**src/rtl/garduino_pwm_lights_if.sv**
```systemverilog
// Avalon-MM slave bus bundle for the garduino PWM lights peripheral.
// The host drives the request signals, and the peripheral returns zero-wait-state read data.
interface garduino_pwm_lights_if;
  logic [4:0]  address;
  logic        chipselect;
  logic        write_n;
  logic [31:0] writedata;
  logic [31:0] readdata;

  modport master (
    output address,
    output chipselect,
    output write_n,
    output writedata,
    input  readdata
  );

  modport slave (
    input  address,
    input  chipselect,
    input  write_n,
    input  writedata,
    output readdata
  );
endinterface

```
**src/rtl/garduino_pwm_lights.sv**
```systemverilog
// Bank of dimmable light channels with per-channel enable and PWM duty.
// Duty writes are shadowed and only take effect on a PWM period boundary.
module garduino_pwm_lights #(
  parameter int unsigned CHANNELS = 9,
  parameter int unsigned CNT_W    = 8,
  parameter int unsigned PRESC_W  = 16
) (
  input  logic                  clk,
  input  logic                  reset,
  garduino_pwm_lights_if.slave  bus,
  output logic [CHANNELS-1:0]   out_port
);

  // Last counter value before wrap: PER-1 = 2^CNT_W - 2.
  localparam logic [CNT_W-1:0] CntLast = {{(CNT_W-1){1'b1}}, 1'b0};

  logic [CHANNELS-1:0] outen_q, outen_d;
  logic [PRESC_W-1:0]  presc_q, presc_d;
  logic [PRESC_W-1:0]  pcnt_q, pcnt_d;
  logic [CNT_W-1:0]    cnt_q, cnt_d;
  logic                wrap_q, wrap_d;
  logic [CNT_W-1:0]    shadow_q [CHANNELS];
  logic [CNT_W-1:0]    shadow_d [CHANNELS];
  logic [CNT_W-1:0]    active_q [CHANNELS];
  logic [CNT_W-1:0]    active_d [CHANNELS];
  logic [CHANNELS-1:0] out_q, out_d;

  logic        wr_en, tick, wrap_evt, duty_sel;
  logic [3:0]  duty_idx;
  logic [31:0] rdata;
  logic        unused_wdata;

  assign wr_en    = bus.chipselect & ~bus.write_n;
  assign duty_sel = bus.address[4];
  assign duty_idx = bus.address[3:0];
  assign tick     = (pcnt_q == presc_q);
  assign wrap_evt = tick && (cnt_q == CntLast);
  assign unused_wdata = ^bus.writedata;

  always_comb begin
    outen_d = outen_q;
    presc_d = presc_q;
    wrap_d  = wrap_q;
    pcnt_d  = tick ? '0 : pcnt_q + 1'b1;
    cnt_d   = cnt_q;
    if (tick) cnt_d = wrap_evt ? '0 : cnt_q + 1'b1;

    if (wr_en) begin
      case (bus.address)
        5'h00: outen_d = bus.writedata[CHANNELS-1:0];
        5'h01: outen_d = outen_q | bus.writedata[CHANNELS-1:0];
        5'h02: outen_d = outen_q & ~bus.writedata[CHANNELS-1:0];
        5'h03: begin
          presc_d = bus.writedata[PRESC_W-1:0];
          pcnt_d  = '0;
        end
        5'h04: if (bus.writedata[0]) wrap_d = 1'b0;
        default: ;
      endcase
    end
    // A wrap on the same cycle as a W1C leaves WRAP set.
    if (wrap_evt) wrap_d = 1'b1;

    for (int unsigned k = 0; k < CHANNELS; k++) begin
      shadow_d[k] = shadow_q[k];
      if (wr_en && duty_sel && (duty_idx == 4'(k))) shadow_d[k] = bus.writedata[CNT_W-1:0];
      // Loading from shadow_d lets a write on the wrap cycle take effect immediately.
      active_d[k] = wrap_evt ? shadow_d[k] : active_q[k];
      out_d[k]    = outen_q[k] & (cnt_q < active_q[k]);
    end
  end

  always_comb begin
    rdata = '0;
    case (bus.address)
      5'h00, 5'h01, 5'h02: rdata[CHANNELS-1:0] = outen_q;
      5'h03:               rdata[PRESC_W-1:0]  = presc_q;
      5'h04:               rdata[0]            = wrap_q;
      default: ;
    endcase
    if (duty_sel) begin
      for (int unsigned k = 0; k < CHANNELS; k++) begin
        if (duty_idx == 4'(k)) rdata = 32'(shadow_q[k]);
      end
    end
  end

  assign bus.readdata = rdata;
  assign out_port     = out_q;

  always_ff @(posedge clk) begin
    if (reset) begin
      outen_q <= '0;
      presc_q <= '0;
      pcnt_q  <= '0;
      cnt_q   <= '0;
      wrap_q  <= 1'b0;
      out_q   <= '0;
      for (int unsigned k = 0; k < CHANNELS; k++) begin
        shadow_q[k] <= '0;
        active_q[k] <= '0;
      end
    end else begin
      outen_q <= outen_d;
      presc_q <= presc_d;
      pcnt_q  <= pcnt_d;
      cnt_q   <= cnt_d;
      wrap_q  <= wrap_d;
      out_q   <= out_d;
      for (int unsigned k = 0; k < CHANNELS; k++) begin
        shadow_q[k] <= shadow_d[k];
        active_q[k] <= active_d[k];
      end
    end
  end

endmodule

```
**src/flat_wrapper.sv**
```systemverilog
// flat-port wrapper written by rule: the top's interface ports become plain ports
module garduino_pwm_lights_flat 
#(
  parameter int unsigned CHANNELS = 9,
  parameter int unsigned CNT_W    = 8,
  parameter int unsigned PRESC_W  = 16
)
  (clk, reset, out_port, bus_address, bus_chipselect, bus_write_n, bus_writedata, bus_readdata);
  garduino_pwm_lights_if bus_i ();
  input  logic clk;
  input  logic reset;
  output logic [CHANNELS-1:0] out_port;
  input wire logic [$bits(bus_i.address)-1:0] bus_address;
  input wire logic [$bits(bus_i.chipselect)-1:0] bus_chipselect;
  input wire logic [$bits(bus_i.write_n)-1:0] bus_write_n;
  input wire logic [$bits(bus_i.writedata)-1:0] bus_writedata;
  output wire logic [$bits(bus_i.readdata)-1:0] bus_readdata;
  assign bus_i.address = bus_address;
  assign bus_i.chipselect = bus_chipselect;
  assign bus_i.write_n = bus_write_n;
  assign bus_i.writedata = bus_writedata;
  assign bus_readdata = bus_i.readdata;
  garduino_pwm_lights #(.CHANNELS(CHANNELS), .CNT_W(CNT_W), .PRESC_W(PRESC_W)) u_core (.clk(clk), .reset(reset), .bus(bus_i), .out_port(out_port));
endmodule
```
**config.mk**
```make
export PLATFORM = sky130hd
export DESIGN_NAME = garduino_pwm_lights_flat
export DESIGN_NICKNAME = d
export VERILOG_FILES = /design/src/rtl/garduino_pwm_lights_if.sv /design/src/rtl/garduino_pwm_lights.sv /design/src/flat_wrapper.sv
export SDC_FILE = /design/constraint.sdc
export NUM_CORES = 1
export LEC_CHECK = 0
export BUFFER_PORTS_ARGS = -buffer_cell sky130_fd_sc_hd__buf_2
export CORE_ASPECT_RATIO = 0.7
export CORE_MARGIN = 4
export CORE_UTILIZATION = 60
export CTS_CLUSTER_DIAMETER = 60
export CTS_CLUSTER_SIZE = 40
export DETAILED_ROUTE_END_ITERATION = 10
export GPL_TIMING_DRIVEN = 0
export HOLD_SLACK_MARGIN = 0.06
export PLACE_DENSITY = 0.91
export SLEW_MARGIN = 20
export SYNTH_ARGS = -nofsm -noshare
export SYNTH_HDL_FRONTEND = slang
export SYNTH_SLANG_ARGS = --single-unit
```
**constraint.sdc**
```tcl
create_clock -name clk -period 4.2 [get_ports clk]
set_input_delay 0.21 -clock clk [delete_from_list [all_inputs] [get_ports clk]]
set_output_delay 0.21 -clock clk [all_outputs]
set_load 0.01 [all_outputs]
```
==> run metrics <==
top post-synthesis cells by area=dfxtp_1 (39%), ha_1 (7.9%), mux2i_1 (7.2%), mux2_4 (6.9%), nor2_1 (6.3%); relative max-transition margin=about a quarter; top-area cell type share of the netlist area=between 30% and 40%; CP Cell Sequence=clkbuf_1 -> inv_1 -> ha_1 -> and3_1 -> nand3_2 -> buf_4 -> buf_6 -> mux2_4; # diodes=0; DR vias/cell=5.991; IO Pins=between 80 and 90; post-DR wirelength/cell=about 20 µm; post-synthesis sequential area ratio=between 30% and 40%; r2r startpoint=u_core.cnt_q[0]; H-Tree Depth=1; Final Hold Viols=0; initial antenna violation count=2; XOR/XNOR Fraction of Synth Area=between 2 and 3%; clk root buf=clkbuf_16; first-pass GRT wire length=around 46000 µm; Max Slew Vio Count=0; DRT Pass-1 Iters=7; fin crit share=69.24%; pre-CTS setup slack=approximately 1.4 ns; Max-Cap Viols=0; clock share of power=between 30 and 40%; Setup crit end=u_core.active_q[0][51]; RSZ-0062 raised after global routing=false; Initial Utilization=~61%; warnings from Yosys=0; setup ws final=about 1.3 ns; GP Congestion=about 0.98; main combinational cell family by area after synthesis=multiplexers; nets=about 1300; top-count cell post-synth=dfxtp_1; Final min period=approximately 2.9 ns; CP Max Fanout=10; Mapped Avg Cell Area=a little over 9 µm²; synthesized area=10490 µm²; Vias=8705; clock-pin slew on the worst setup and hold paths=0.11 ns; Final ANT Viol Nets=0; sw power=between 0.0009 and 0.001 W; clk buf depth=3; Logic pwr share=just over 10%; FF-to-FF path depth=8; CTS tree=built; post-synthesis compound-gate area fraction=a little over a tenth; vias in the first global route=8428; Tot GR Track Use=just under 30%; count of buffers from port buffering=45; Power per Cell Area=roughly 320 nW/µm²; Slowest-stage cell, CP=dfxtp_1; multiplexer share of the synthesized area=roughly 18%; R2R Setup Slk=approximately 1.3 ns; CP peak stage delay=0.65 ns; Leakage=5.127 nW; status=complete, no violations; Setup crit start kind=register; simple-gate share of the synthesized area=around 16%; ys async rst share=0%; endpoint class of the critical path=register; Setup CP Type=reg -> reg; Hold WC Path Type=in -> reg; critical path startpoint=u_core.cnt_q[0]; Seq cells post-synth=between 200 and 250; synth cell count leaders=dfxtp_1 (203), nor2_1 (176), mux2i_1 (75); cell row count=40; CTS Buf Count=12; die width=166.1 µm; violation count after the first detailed-routing iteration=roughly 1100; Flop pwr share=between 50% and 60%; Post-CTS Resized=0; DRC errors left=0; die area=approximately 20000 µm²; VDD IR max=between 0.2 and 0.25 mV; largest net degree at the start of global routing=31; grt total ovfl=0; CP arrival=3.28 ns; Main synth FF type=dfxtp_1; Worst Path Required=approximately 4.6 ns; Yosys cell types=just over 60; Post-synth EDFFs=0; height of the die=about 120 µm; Clock Sink Count=between 200 and 250; switching share of power=26.46%; Synth Area in Adders=7.869%; Synth-to-Final Area Change=9.956%; Skew-Pair Late Insertion Delay=a little under 0.5 ns; FF-to-FF End=u_core.active_q[0][51]; post-synthesis cell count=about 1100; Fmax=about 0.34 GHz; Routed WL=29580 µm; layout cell share with drive strength beyond 1=about 15%; Detailed Place HPWL=about 21000 µm; core area=approximately 17000 µm²; cell taking the most area after synthesis=dfxtp_1; setup TNS=0 ns; Tightest Pin Transition=roughly 1.1 ns; internal power=0.002689 W; final setup fails=0; Setup Skew=~0.041 ns
## flip-flops by register name, indices dropped and copies added (netlist names)
signal,count
u_core.shadow_q,72
u_core.out_port,9
u_core.active_q,72
u_core.cnt_q,8
u_core.outen_q,9
u_core.pcnt_q,16
u_core.wrap_q,1
u_core.presc_q,16
## area by class of cell
cell class	count	area [µm²]
repair buffers	53	305.3
fillers	1315	5628
clock buffers	15	342.8
well taps	231	289.0
flip-flops and latches	203	4064
plain buffers	80	424.2
inverters	72	270.3
multi-input cells	795	5792
clock inverters	4	51.30
## stage by stage
stage | util (%) | total power, W | area, µm² | std cells | hold slack, ns
4_1_cts | 67.22 | 0.003631 | 11540 | 1453 | 0.08692
6_report | 67.22 | 0.003656 | 11540 | 1453 | 0.08748
3_5_place_dp | 64.45 | 0.002379 | 11060 | 1426 | 0.4578
2_1_floorplan | - | 0.002254 | 10550 | 1150 | 0.3460
3_3_place_gp | 64.45 | 0.002372 | 11060 | 1426 | 0.4536
5_1_grt | 67.22 | 0.003756 | 11540 | 1453 | 0.1174
## metal layers
metal  GRT usage [%]  share of wire (%)
met3           7.556                 12
met4           6.852                2.4
met2           44.80                 43
met5               0               0.13
met1           41.70                 42
## worst min-delay path by stage
stage | depth (start not counted) | to | from
6_report | 3 | u_core.shadow_q[0][6] | bus_writedata[6]
2_1_floorplan | 2 | u_core.presc_q[10] | bus_writedata[10]
4_1_cts | 3 | u_core.shadow_q[7][3] | bus_writedata[3]
3_3_place_gp | 3 | u_core.presc_q[13] | bus_writedata[13]
5_1_grt | 3 | u_core.shadow_q[6][7] | bus_writedata[7]
3_5_place_dp | 3 | u_core.presc_q[12] | bus_writedata[12]
## cells by family after synthesis
group                    count (synthesis)
AND/OR/NAND/NOR                        357
flip-flops                             203
AO/OA/AOI/OAI                          174
buffers and inverters                  152
multiplexers                           151
adder cells (fa/ha/maj)                 66
XOR/XNOR                                31
other                                    1
## cells in the final DEF (no fill, tap or decap), drive strengths merged, types with 5 or more instances in the layout
cell and count:
xnor2 23, a222oi 6, ha 66, o21a 10, mux2i 75, nand2b 12, a21oi 56, o22ai 5
conb 16, dlygate4sd3 8, nand3 27, buf 88, nor3 8, a32o 10, dfxtp 203, and2 10
and3 5, inv 73, mux2 70, nand2 73, nor2b 17, o21ai 35, a21o 18, clkbuf 52
a211oi 9, nor2 178, xor2 8, a31oi 7, mux4 6, nand4 12
## power groups by stage
stage / Clock (W) / Sequential, W / Combinational [W]
global placement: 0 / 0.00202 / 0.000348
detailed placement: 0 / 0.00202 / 0.000354
global route: 0.00136 / 0.00199 / 0.000414
CTS: 0.00129 / 0.00198 / 0.000365
finish: 0.00130 / 0.00198 / 0.000375
floorplan: 0 / 0.00200 / 0.000255
## timing repair
action	4_1_cts	5_1_grt
endpoints found under the hold margin	8	0
hold buffers	8	0
setup buffers	0	0
endpoints found under the setup margin	0	0
## worst max-delay path: cells and delay by family, from the launching register on
kind                       cells  cell delay [ns]
adders and majority gates      1             0.26
buffers and inverters          4             1.19
DFF                            1             0.65
muxes                          1             0.31
and+or+nand+nor                2             0.36
No activity file was read; power rests on OpenSTA's default activity.
